[src/rtl/arith_pkg.sv]
// Shared arithmetic-library definitions: serial FSM state encoding and
// the supported operand width range.
package arith_pkg;

    typedef enum logic [1:0] {
        IDLE = 2'd0,
        RUN  = 2'd1,
        DONE = 2'd2
    } state_t;

    localparam int WIDTH_MIN = 2;
    localparam int WIDTH_MAX = 64;

endpackage

[src/rtl/serial_subtractor_if.sv]
// Request/result bundle of the bit-serial subtractor.
interface serial_subtractor_if #(
    parameter int WIDTH = 8
);
    logic             start;
    logic [WIDTH-1:0] a;
    logic [WIDTH-1:0] b;
    logic             borrow_in;
    logic             busy;
    logic             done;
    logic [WIDTH-1:0] diff;
    logic             borrow;
    logic             ovf;
    logic             zero;

    modport master (
        output start, a, b, borrow_in,
        input  busy, done, diff, borrow, ovf, zero
    );

    modport slave (
        input  start, a, b, borrow_in,
        output busy, done, diff, borrow, ovf, zero
    );
endinterface

[src/rtl/serial_subtractor_cell.sv]
// Gate-level full subtractor: two half-subtractor stages whose borrows are ORed.
module full_subtractor_cell (
    input  logic a,
    input  logic b,
    input  logic bin,
    output logic diff,
    output logic bout
);
    logic d1, b1, b2;

    assign d1   = a ^ b;
    assign b1   = ~a & b;
    assign diff = d1 ^ bin;
    assign b2   = ~d1 & bin;
    assign bout = b1 | b2;
endmodule

[src/rtl/serial_subtractor.sv]
// Bit-serial WIDTH-bit subtractor: one full-subtractor cell, LSB first,
// one bit per clock, results published with a one-cycle done pulse.
module serial_subtractor
    import arith_pkg::*;
#(
    parameter int WIDTH = 8
) (
    input  logic               clk,
    input  logic               rst,
    serial_subtractor_if.slave bus
);
    localparam int CW = (WIDTH > 1) ? $clog2(WIDTH) : 1;
    localparam logic [CW-1:0] CNT_LAST = CW'(WIDTH - 1);

    if (WIDTH < WIDTH_MIN || WIDTH > WIDTH_MAX) begin : g_bad_width
        $error("serial_subtractor: WIDTH out of range");
    end

    state_t           state_q, state_d;
    logic [WIDTH-1:0] sa_q, sa_d;
    logic [WIDTH-1:0] sb_q, sb_d;
    logic [WIDTH-1:0] pd_q, pd_d;
    logic             br_q, br_d;
    logic [CW-1:0]    cnt_q, cnt_d;
    logic [WIDTH-1:0] diff_q, diff_d;
    logic             borrow_q, borrow_d;
    logic             ovf_q, ovf_d;
    logic             zero_q, zero_d;

    logic cell_d, cell_bo;

    full_subtractor_cell u_cell (
        .a    (sa_q[0]),
        .b    (sb_q[0]),
        .bin  (br_q),
        .diff (cell_d),
        .bout (cell_bo)
    );

    always_comb begin
        state_d  = state_q;
        sa_d     = sa_q;
        sb_d     = sb_q;
        pd_d     = pd_q;
        br_d     = br_q;
        cnt_d    = cnt_q;
        diff_d   = diff_q;
        borrow_d = borrow_q;
        ovf_d    = ovf_q;
        zero_d   = zero_q;
        case (state_q)
            IDLE, DONE: begin
                if (bus.start) begin
                    sa_d    = bus.a;
                    sb_d    = bus.b;
                    br_d    = bus.borrow_in;
                    cnt_d   = '0;
                    state_d = RUN;
                end else begin
                    state_d = IDLE;
                end
            end
            RUN: begin
                sa_d  = sa_q >> 1;
                sb_d  = sb_q >> 1;
                br_d  = cell_bo;
                pd_d  = {cell_d, pd_q[WIDTH-1:1]};
                cnt_d = cnt_q + CW'(1);
                if (cnt_q == CNT_LAST) begin
                    // On the last step sa/sb bit 0 are the operand sign bits.
                    state_d  = DONE;
                    diff_d   = pd_d;
                    borrow_d = cell_bo;
                    zero_d   = (pd_d == '0);
                    ovf_d    = (sa_q[0] ^ sb_q[0]) & (sa_q[0] ^ cell_d);
                end
            end
            default: state_d = IDLE;
        endcase
    end

    always_ff @(posedge clk) begin
        if (rst) begin
            state_q  <= IDLE;
            sa_q     <= '0;
            sb_q     <= '0;
            pd_q     <= '0;
            br_q     <= 1'b0;
            cnt_q    <= '0;
            diff_q   <= '0;
            borrow_q <= 1'b0;
            ovf_q    <= 1'b0;
            zero_q   <= 1'b0;
        end else begin
            state_q  <= state_d;
            sa_q     <= sa_d;
            sb_q     <= sb_d;
            pd_q     <= pd_d;
            br_q     <= br_d;
            cnt_q    <= cnt_d;
            diff_q   <= diff_d;
            borrow_q <= borrow_d;
            ovf_q    <= ovf_d;
            zero_q   <= zero_d;
        end
    end

    assign bus.busy   = (state_q == RUN);
    assign bus.done   = (state_q == DONE);
    assign bus.diff   = diff_q;
    assign bus.borrow = borrow_q;
    assign bus.ovf    = ovf_q;
    assign bus.zero   = zero_q;
endmodule

[src/flat_wrapper.sv]
// flat-port wrapper written by rule: the top's interface ports become plain ports
module serial_subtractor_flat import arith_pkg::*;
#(
    parameter int WIDTH = 8
)
  (clk, rst, bus_start, bus_a, bus_b, bus_borrow_in, bus_busy, bus_done, bus_diff, bus_borrow, bus_ovf, bus_zero);
  serial_subtractor_if #(.WIDTH(WIDTH)) bus_i ();
  input  logic clk;
  input  logic rst;
  input wire logic [$bits(bus_i.start)-1:0] bus_start;
  input wire logic [$bits(bus_i.a)-1:0] bus_a;
  input wire logic [$bits(bus_i.b)-1:0] bus_b;
  input wire logic [$bits(bus_i.borrow_in)-1:0] bus_borrow_in;
  output wire logic [$bits(bus_i.busy)-1:0] bus_busy;
  output wire logic [$bits(bus_i.done)-1:0] bus_done;
  output wire logic [$bits(bus_i.diff)-1:0] bus_diff;
  output wire logic [$bits(bus_i.borrow)-1:0] bus_borrow;
  output wire logic [$bits(bus_i.ovf)-1:0] bus_ovf;
  output wire logic [$bits(bus_i.zero)-1:0] bus_zero;
  assign bus_i.start = bus_start;
  assign bus_i.a = bus_a;
  assign bus_i.b = bus_b;
  assign bus_i.borrow_in = bus_borrow_in;
  assign bus_busy = bus_i.busy;
  assign bus_done = bus_i.done;
  assign bus_diff = bus_i.diff;
  assign bus_borrow = bus_i.borrow;
  assign bus_ovf = bus_i.ovf;
  assign bus_zero = bus_i.zero;
  serial_subtractor #(.WIDTH(WIDTH)) u_core (.clk(clk), .rst(rst), .bus(bus_i));
endmodule
[config.mk]
export PLATFORM = sky130hd
export DESIGN_NAME = serial_subtractor_flat
export DESIGN_NICKNAME = d
export VERILOG_FILES = /design/src/rtl/arith_pkg.sv /design/src/rtl/serial_subtractor_if.sv /design/src/rtl/serial_subtractor_cell.sv /design/src/rtl/serial_subtractor.sv /design/src/flat_wrapper.sv
export SDC_FILE = /design/constraint.sdc
export NUM_CORES = 1
export LEC_CHECK = 0
export ABC_AREA = 1
export CORE_MARGIN = 8
export CORE_UTILIZATION = 46
export DETAILED_ROUTE_END_ITERATION = 10
export MAX_ROUTING_LAYER = met4
export PLACE_DENSITY = 0.79
export SETUP_SLACK_MARGIN = 0.4
export SLEW_MARGIN = 20
export SYNTH_ARGS = -nofsm -noshare
export SYNTH_HDL_FRONTEND = slang
export SYNTH_SLANG_ARGS = --single-unit
[constraint.sdc]
create_clock -name clk -period 1.4 [get_ports clk]
set_input_delay 0.28 -clock clk [delete_from_list [all_inputs] [get_ports clk]]
set_output_delay 0.28 -clock clk [all_outputs]
set_load 0.01 [all_outputs]
==> impl_metrics.csv, run 1 <==
group,metric,value,unit
clock_tree,clock_latency,310,ps
final_layout,layout_commonest_cell,"nand2_1",
min_path,hold_end,"u_core.bus.diff[5]",
final_layout,stdcell_area,3570,µm²
synth,seq_area_frac_synth,44.7,%
pwr,p_clk_share,28.7,%
routing,num_vias,2354,
final_layout,layout_common_cells,"34 x nand2_1, 26 x inv_1, 22 x nand3_2, 22 x dfxtp_1, 21 x buf_6",
routing,drtAntennaViolNets,0,
timing,finalWorstPathRequiredPeriod,1550,ps
timing,post-route-period-util,111,%
synth,synth_seq_cells,40,
routing,wl_per_cell,27.4,µm
final_layout,final_nets,339,
worst_setup_path,r2r_slack,-150,ps
synth,synth.distinct_cells,21,
placed_design,hpwl,2.53,mm
timing,clock_skew,8.20,ps
min_path,hold_start,"u_core.bus.diff[5]",
pwr,power.density,954,nW/µm²
worst_setup_path,cp-end-kind,"register",
pwr,intPower,2260,µW
pwr,switchingPower,1140,µW
timing,maxSlewViolCount,0,
worst_setup_path,cp.arrival,1780,ps
routing,first_pass_iters,5,
grt,grt_pass1_wl,11.1,mm
routing,avgViaCountPerCell,6.47,
clock_tree,clockRootBuffer,"clkbuf_8",
floorplanning,placementRows,22,
routing,wl_met2,4.61,mm
worst_setup_path,start_kind,"register",
timing,relSlewSlack,62.9,%
final_layout,finalNonFillerCells,364,
clock_tree,numClockSinks,40,
placed_design,gp_congestion,0.829,
floorplanning,fp.dieArea,6150,µm²
timing,hold_viol,0,
synth,syn_inst,243,
clock_tree,htreeDepth,2,
floorplanning,die_w,78.4,µm
worst_setup_path,crit-reg2reg-launch,"u_core.sa_q[0]",
timing,setup_viol,6,
worst_setup_path,cp_max_fo,3,
worst_setup_path,timing.rr.end,"u_core.bus.zero",
outcome,violations,"negative setup slack",
synth,ys_warn_count,0,
grt,antenna_found_initial,0,
worst_setup_path,cp.required,1630,ps
worst_setup_path,path_class,"register to register",
placed_design,dp.cells,318,
synth,syn-mean-instance-area,7.38,µm²
timing,rsz0062_at_grt,"yes",
min_path,hp-class,"register to register",
pwr,switching_share,33.5,%
worst_setup_path,ff2ff_path_depth,6,
synth,yosys.area.top_type_share,44.7,%
synth,synth_area,1790,µm²
timing,tightest_slew,556,ps
synth,yosysTopAreaCell,"dfxtp_1",
outcome,status,"finished with violations",
floorplanning,core_area,3720,µm²
clock_tree,cts_tree,"done",
floorplanning,initial_core_util,48.2,%
pwr,p_leak,0.00147,µW
pwr,pwr-share-seq,37.5,%
final_layout,drive_above_1_share,58.2,%
placed_design,port_buffers,32,
grt,overflow,0,
final_layout,n_antenna_cell,0,
final_layout,area_delta_synth_final,99.2,%
pwr,power_frac_comb,33.8,%
placed_design,place_area,2220,µm²
grt,grt_max_degree,18,
pwr,ir_worst_vdd,0.942,mV
grt,grt_util_all_layers,23.9,%
synth,syn_nets,267,
clock_tree,clockBufferDepth,2,
routing,routed.top_layer,"met4",
routing,met3_length,1.03,mm
routing,drc_errors,0,
routing,wl_met1,3.68,mm
run,cap_violations,0,
clock_tree,cts_made_buffers,5,
timing,fmax,646,MHz
clock_tree,path_clk_slew,80,ps
synth,synth_area_leaders,"dfxtp_1 45%, nand3_1 10%, nand2_1 9.4%",
timing,setup_ws,-149,ps
floorplanning,io-pin-count,33,
routing,drt-initial-drc-count,318,
min_path,hold_depth,2,
pwr,total_power,3410,µW
grt,grt_pass1_vias,2116,
routing,wl,9.97,mm
floorplanning,die_y,78.4,µm
-- per-stage QoR --
step / util (%) / worst slack (ps) / hold slack (ps) / TNS [ps]
finish: 96.1 / -149 / 496 / -518
global route: 96.1 / -218 / 515 / -618
CTS: 82.9 / 48.9 / 464 / 0
detailed placement: 59.8 / -58.9 / 451 / -742
global placement: 59.8 / -39.5 / 447 / -527
floorplan: - / 152 / 418 / 0
-- synth_stat cells --
| cell | instances |
|---|---|
| nand2_1 | 45 |
| ha_1 | 3 |
| clkbuf_1 | 2 |
| nand2_4 | 1 |
| nor3_1 | 15 |
| nand2_2 | 1 |
| buf_6 | 2 |
| nor2_4 | 1 |
| a21oi_2 | 2 |
| nand3b_1 | 3 |
| nand3_1 | 36 |
| inv_2 | 2 |
| buf_2 | 2 |
| a21oi_1 | 19 |
| nor2_1 | 18 |
| o21ai_0 | 10 |
| o21ai_1 | 1 |
| buf_4 | 8 |
| fa_1 | 1 |
| inv_1 | 31 |
| dfxtp_1 | 40 |
-- how the worst max path moves through the flow --
stage,startpoint,to,slack [ps],cells past startpoint
after floorplan,u_core.sa_q[0],u_core.bus.ovf,150,8
after global placement,bus_start,u_core.sb_q[0],-40,4
after detailed placement,bus_start,u_core.sa_q[2],-60,4
after CTS,u_core.sa_q[0],u_core.bus.ovf,50,8
after global routing,u_core.sa_q[0],u_core.bus.zero,-220,6
final,u_core.sa_q[0],u_core.bus.zero,-150,6
-- power groups by stage --
stage	logic [µW]	registers (µW)	clock network, µW
floorplan	323	1270	0
global route	1180	1280	1040
global placement	441	1280	0
CTS	782	1260	928
finish	1150	1280	976
detailed placement	449	1280	0
-- layer usage --
layer	vias up	global-route usage, %
li1	931	-
met1	1138	27.6
met2	213	37.0
met3	72	6.83
met4	0	12.2
met5	-	-
-- repair_timing --
action | CTS | global route
setup endpoints to repair | 53 | 53
resized for setup | 154 | 83
hold buffers | 0 | 0
buffers inserted | 14 | 9
pin swaps | 24 | 23
gates cloned | 14 | 1
-- critical path, cell delays in order, from the launching register on --
cell and delay (ps):
dfxtp_2 350, inv_2 60, fa_2 580, nand2_1 100, nor2_1 130, nand2_1 90
a21oi_2 150
-- area by class of cell --
cell class	instances	area (µm²)
multi-input cells	160	1420
repair buffers	74	998
flip-flops and latches	40	831
fillers	78	145
inverters	33	139
clock buffers	6	72.6
well taps	48	60.1
clock inverters	2	35.0
repair inverters	1	16.3
-- cells by family (layout without fill, tap and decap cells) --
family,Yosys count,count (layout),share of synthesized area [%]
simple gates,120,124,30.3
compound gates,32,32,9.35
fa+ha+maj,4,4,3.21
flops,40,40,44.7
buf+inv,47,116,12.5
-- state kept, by name, indices dropped and copies added, names as in the netlist --
register	flops
u_core.sb_q	8
u_core.pd_q	7
u_core.bus.zero	1
u_core.bus.ovf	1
u_core.state_q	2
u_core.bus.diff	8
u_core.cnt_q	3
u_core.bus.borrow	1
u_core.sa_q	8
u_core.br_q	1
(Power assumes the default switching activity.)
==> inputs of run 2 (changes only) <==
CAP_MARGIN = 20   (was default)
CORE_UTILIZATION = 55   (was 46)
PLACE_DENSITY = 0.88   (was 0.79)
clock period = 1.9 ns   (was 1.4 ns; I/O delays follow)
==> impl_metrics.csv, run 2 (same netlist as run 1, synthesis figures left out) <==
group,metric,value,unit
outcome,status,"finished clean",
run,cap_violations,0,
final_layout,layout_commonest_cell,"nand2_1",
floorplanning,fp.dieArea,5340,µm²
placed_design,port_buffers,32,
final_layout,final_nets,296,
timing,hold_viol,0,
grt,overflow,0,
clock_tree,clock_latency,340,ps
worst_setup_path,r2r_slack,510,ps
min_path,hold_depth,2,
worst_setup_path,start_kind,"register",
floorplanning,initial_core_util,58.3,%
routing,num_vias,1598,
clock_tree,path_clk_slew,110,ps
worst_setup_path,cp-end-kind,"primary output",
clock_tree,clockBufferDepth,2,
timing,setup_viol,0,
pwr,switching_share,27.3,%
pwr,ir_worst_vdd,0.524,mV
timing,finalWorstPathRequiredPeriod,1430,ps
pwr,p_leak,0.000975,µW
grt,grt_max_degree,38,
clock_tree,cts_made_buffers,5,
pwr,intPower,1240,µW
final_layout,n_antenna_cell,0,
floorplanning,die_w,73.1,µm
pwr,pwr-share-seq,54.1,%
routing,drc_errors,0,
grt,antenna_found_initial,0,
routing,wl,3.63,mm
clock_tree,cts_tree,"done",
timing,tightest_slew,570,ps
worst_setup_path,path_class,"register to primary output",
timing,fmax,699,MHz
floorplanning,die_y,73.1,µm
routing,first_pass_iters,4,
grt,grt_util_all_layers,14.8,%
floorplanning,core_area,3080,µm²
clock_tree,post-cts-setup-buffers,0,
worst_setup_path,crit-reg2reg-launch,"u_core.sa_q[0]",
final_layout,layout_common_cells,"45 x nand2_1, 37 x dfxtp_1, 36 x nand3_1, 30 x inv_1",
min_path,hp-class,"register to register",
pwr,total_power,1700,µW
placed_design,hpwl,2.42,mm
timing,rsz0062_at_grt,"no",
timing,maxSlewViolCount,0,
worst_setup_path,ff2ff_path_depth,8,
pwr,switchingPower,464,µW
routing,avgViaCountPerCell,5.06,
min_path,hold_end,"u_core.bus.diff[6]",
clock_tree,cts_hold_buf,0,
timing,clock_skew,6.43,ps
timing,relSlewSlack,61.9,%
worst_setup_path,cp.required,1520,ps
clock_tree,htreeDepth,2,
pwr,power_frac_comb,18.3,%
placed_design,gp_congestion,0.793,
worst_setup_path,cp.arrival,1050,ps
timing,post-route-period-util,75.3,%
pwr,p_clk_share,27.6,%
clock_tree,clockRootBuffer,"clkbuf_4",
timing,fin_tns_setup,0,ps
clock_tree,numClockSinks,40,
routing,drt-initial-drc-count,148,
worst_setup_path,cp_max_fo,4,
routing,drtAntennaViolNets,0,
pwr,power.density,788,nW/µm²
grt,grt_pass1_vias,1471,
routing,wl_per_cell,11.5,µm
floorplanning,placementRows,20,
final_layout,drive_above_1_share,9.19,%
final_layout,area_delta_synth_final,20.4,%
worst_setup_path,timing.rr.end,"u_core.bus.ovf",
floorplanning,io-pin-count,33,
grt,grt_pass1_wl,6.18,mm
min_path,hold_start,"u_core.bus.diff[6]",
## run 2: cell types whose count changed in the layout (fill, tap and decap cells not counted), moves of 12 or more
cell | before | now
nor3_1 | 3 | 15
nand3_1 | 3 | 36
dfxtp_1 | 22 | 37
dfxtp_2 | 15 | 3
nand3_2 | 22 | 0
a21oi_2 | 14 | 2
a21oi_1 | 6 | 19
buf_6 | 21 | 0
## run 2: final cells by class
cell class / instances / area, µm²
Clock buffer: 7 / 65.1
Fill cell: 291 / 920
Inverter: 33 / 124
Multi-Input combinational cell: 156 / 771
Sequential cell: 40 / 805
Tap cell: 44 / 55.1
Timing Repair Buffer: 36 / 339
## run 2: metal layers
layer	part of all wire (%)	vias to the layer above	track usage, %	wire (µm)
met5	0	-	-	0
met4	1.3	0	5.33	48
met3	6.8	6	5.49	246
met2	47	41	24.8	1710
met1	45	719	15.5	1630
li1	-	832	-	-
## run 2: what timing repair did
action | in CTS | in global routing
cloned | 0 | 0
endpoints found under the hold margin | 0 | 0
endpoints found under the setup margin | 13 | 5
pin swaps | 0 | 1
resized for setup | 17 | 7
## run 2: critical path, stage by stage (launching register included)
cell and delay, ps:
dfxtp_2 380, inv_2 70, nor2_4 110, clkbuf_2 150
## run 2: worst max path at each step
stage | slack (ps) | endpoint | cells past startpoint | start
global placement | 370 | u_core.sb_q[6] | 4 | bus_start
global route | 400 | u_core.bus.zero | 6 | u_core.sa_q[0]
CTS | 310 | bus_busy | 3 | u_core.state_q[0]
floorplan | 580 | u_core.bus.ovf | 8 | u_core.sa_q[0]
detailed placement | 310 | u_core.sa_q[0] | 4 | bus_start
finish | 470 | bus_busy | 3 | u_core.state_q[0]
## run 2: power by group through the flow
stage / Combinational, µW / Clock (µW) / Sequential [µW]
finish: 311 / 469 / 920
global route: 358 / 510 / 926
CTS: 307 / 478 / 919
detailed placement: 303 / 0 / 937
global placement: 297 / 0 / 936
floorplan: 233 / 0 / 932
## run 2: metrics by stage
| stage | utilization [%] | setup slack [ps] | cell area [µm²] | hold slack, ps | instances |
|---|---|---|---|---|---|
| floorplan | - | 575 | 1790 | 435 | 243 |
| CTS | 70.3 | 312 | 2160 | 468 | 316 |
| global route | 70.1 | 400 | 2160 | 484 | 316 |
| global placement | 68.6 | 368 | 2110 | 448 | 309 |
| finish | 70.1 | 468 | 2160 | 464 | 316 |
| detailed placement | 68.6 | 314 | 2110 | 454 | 309 |
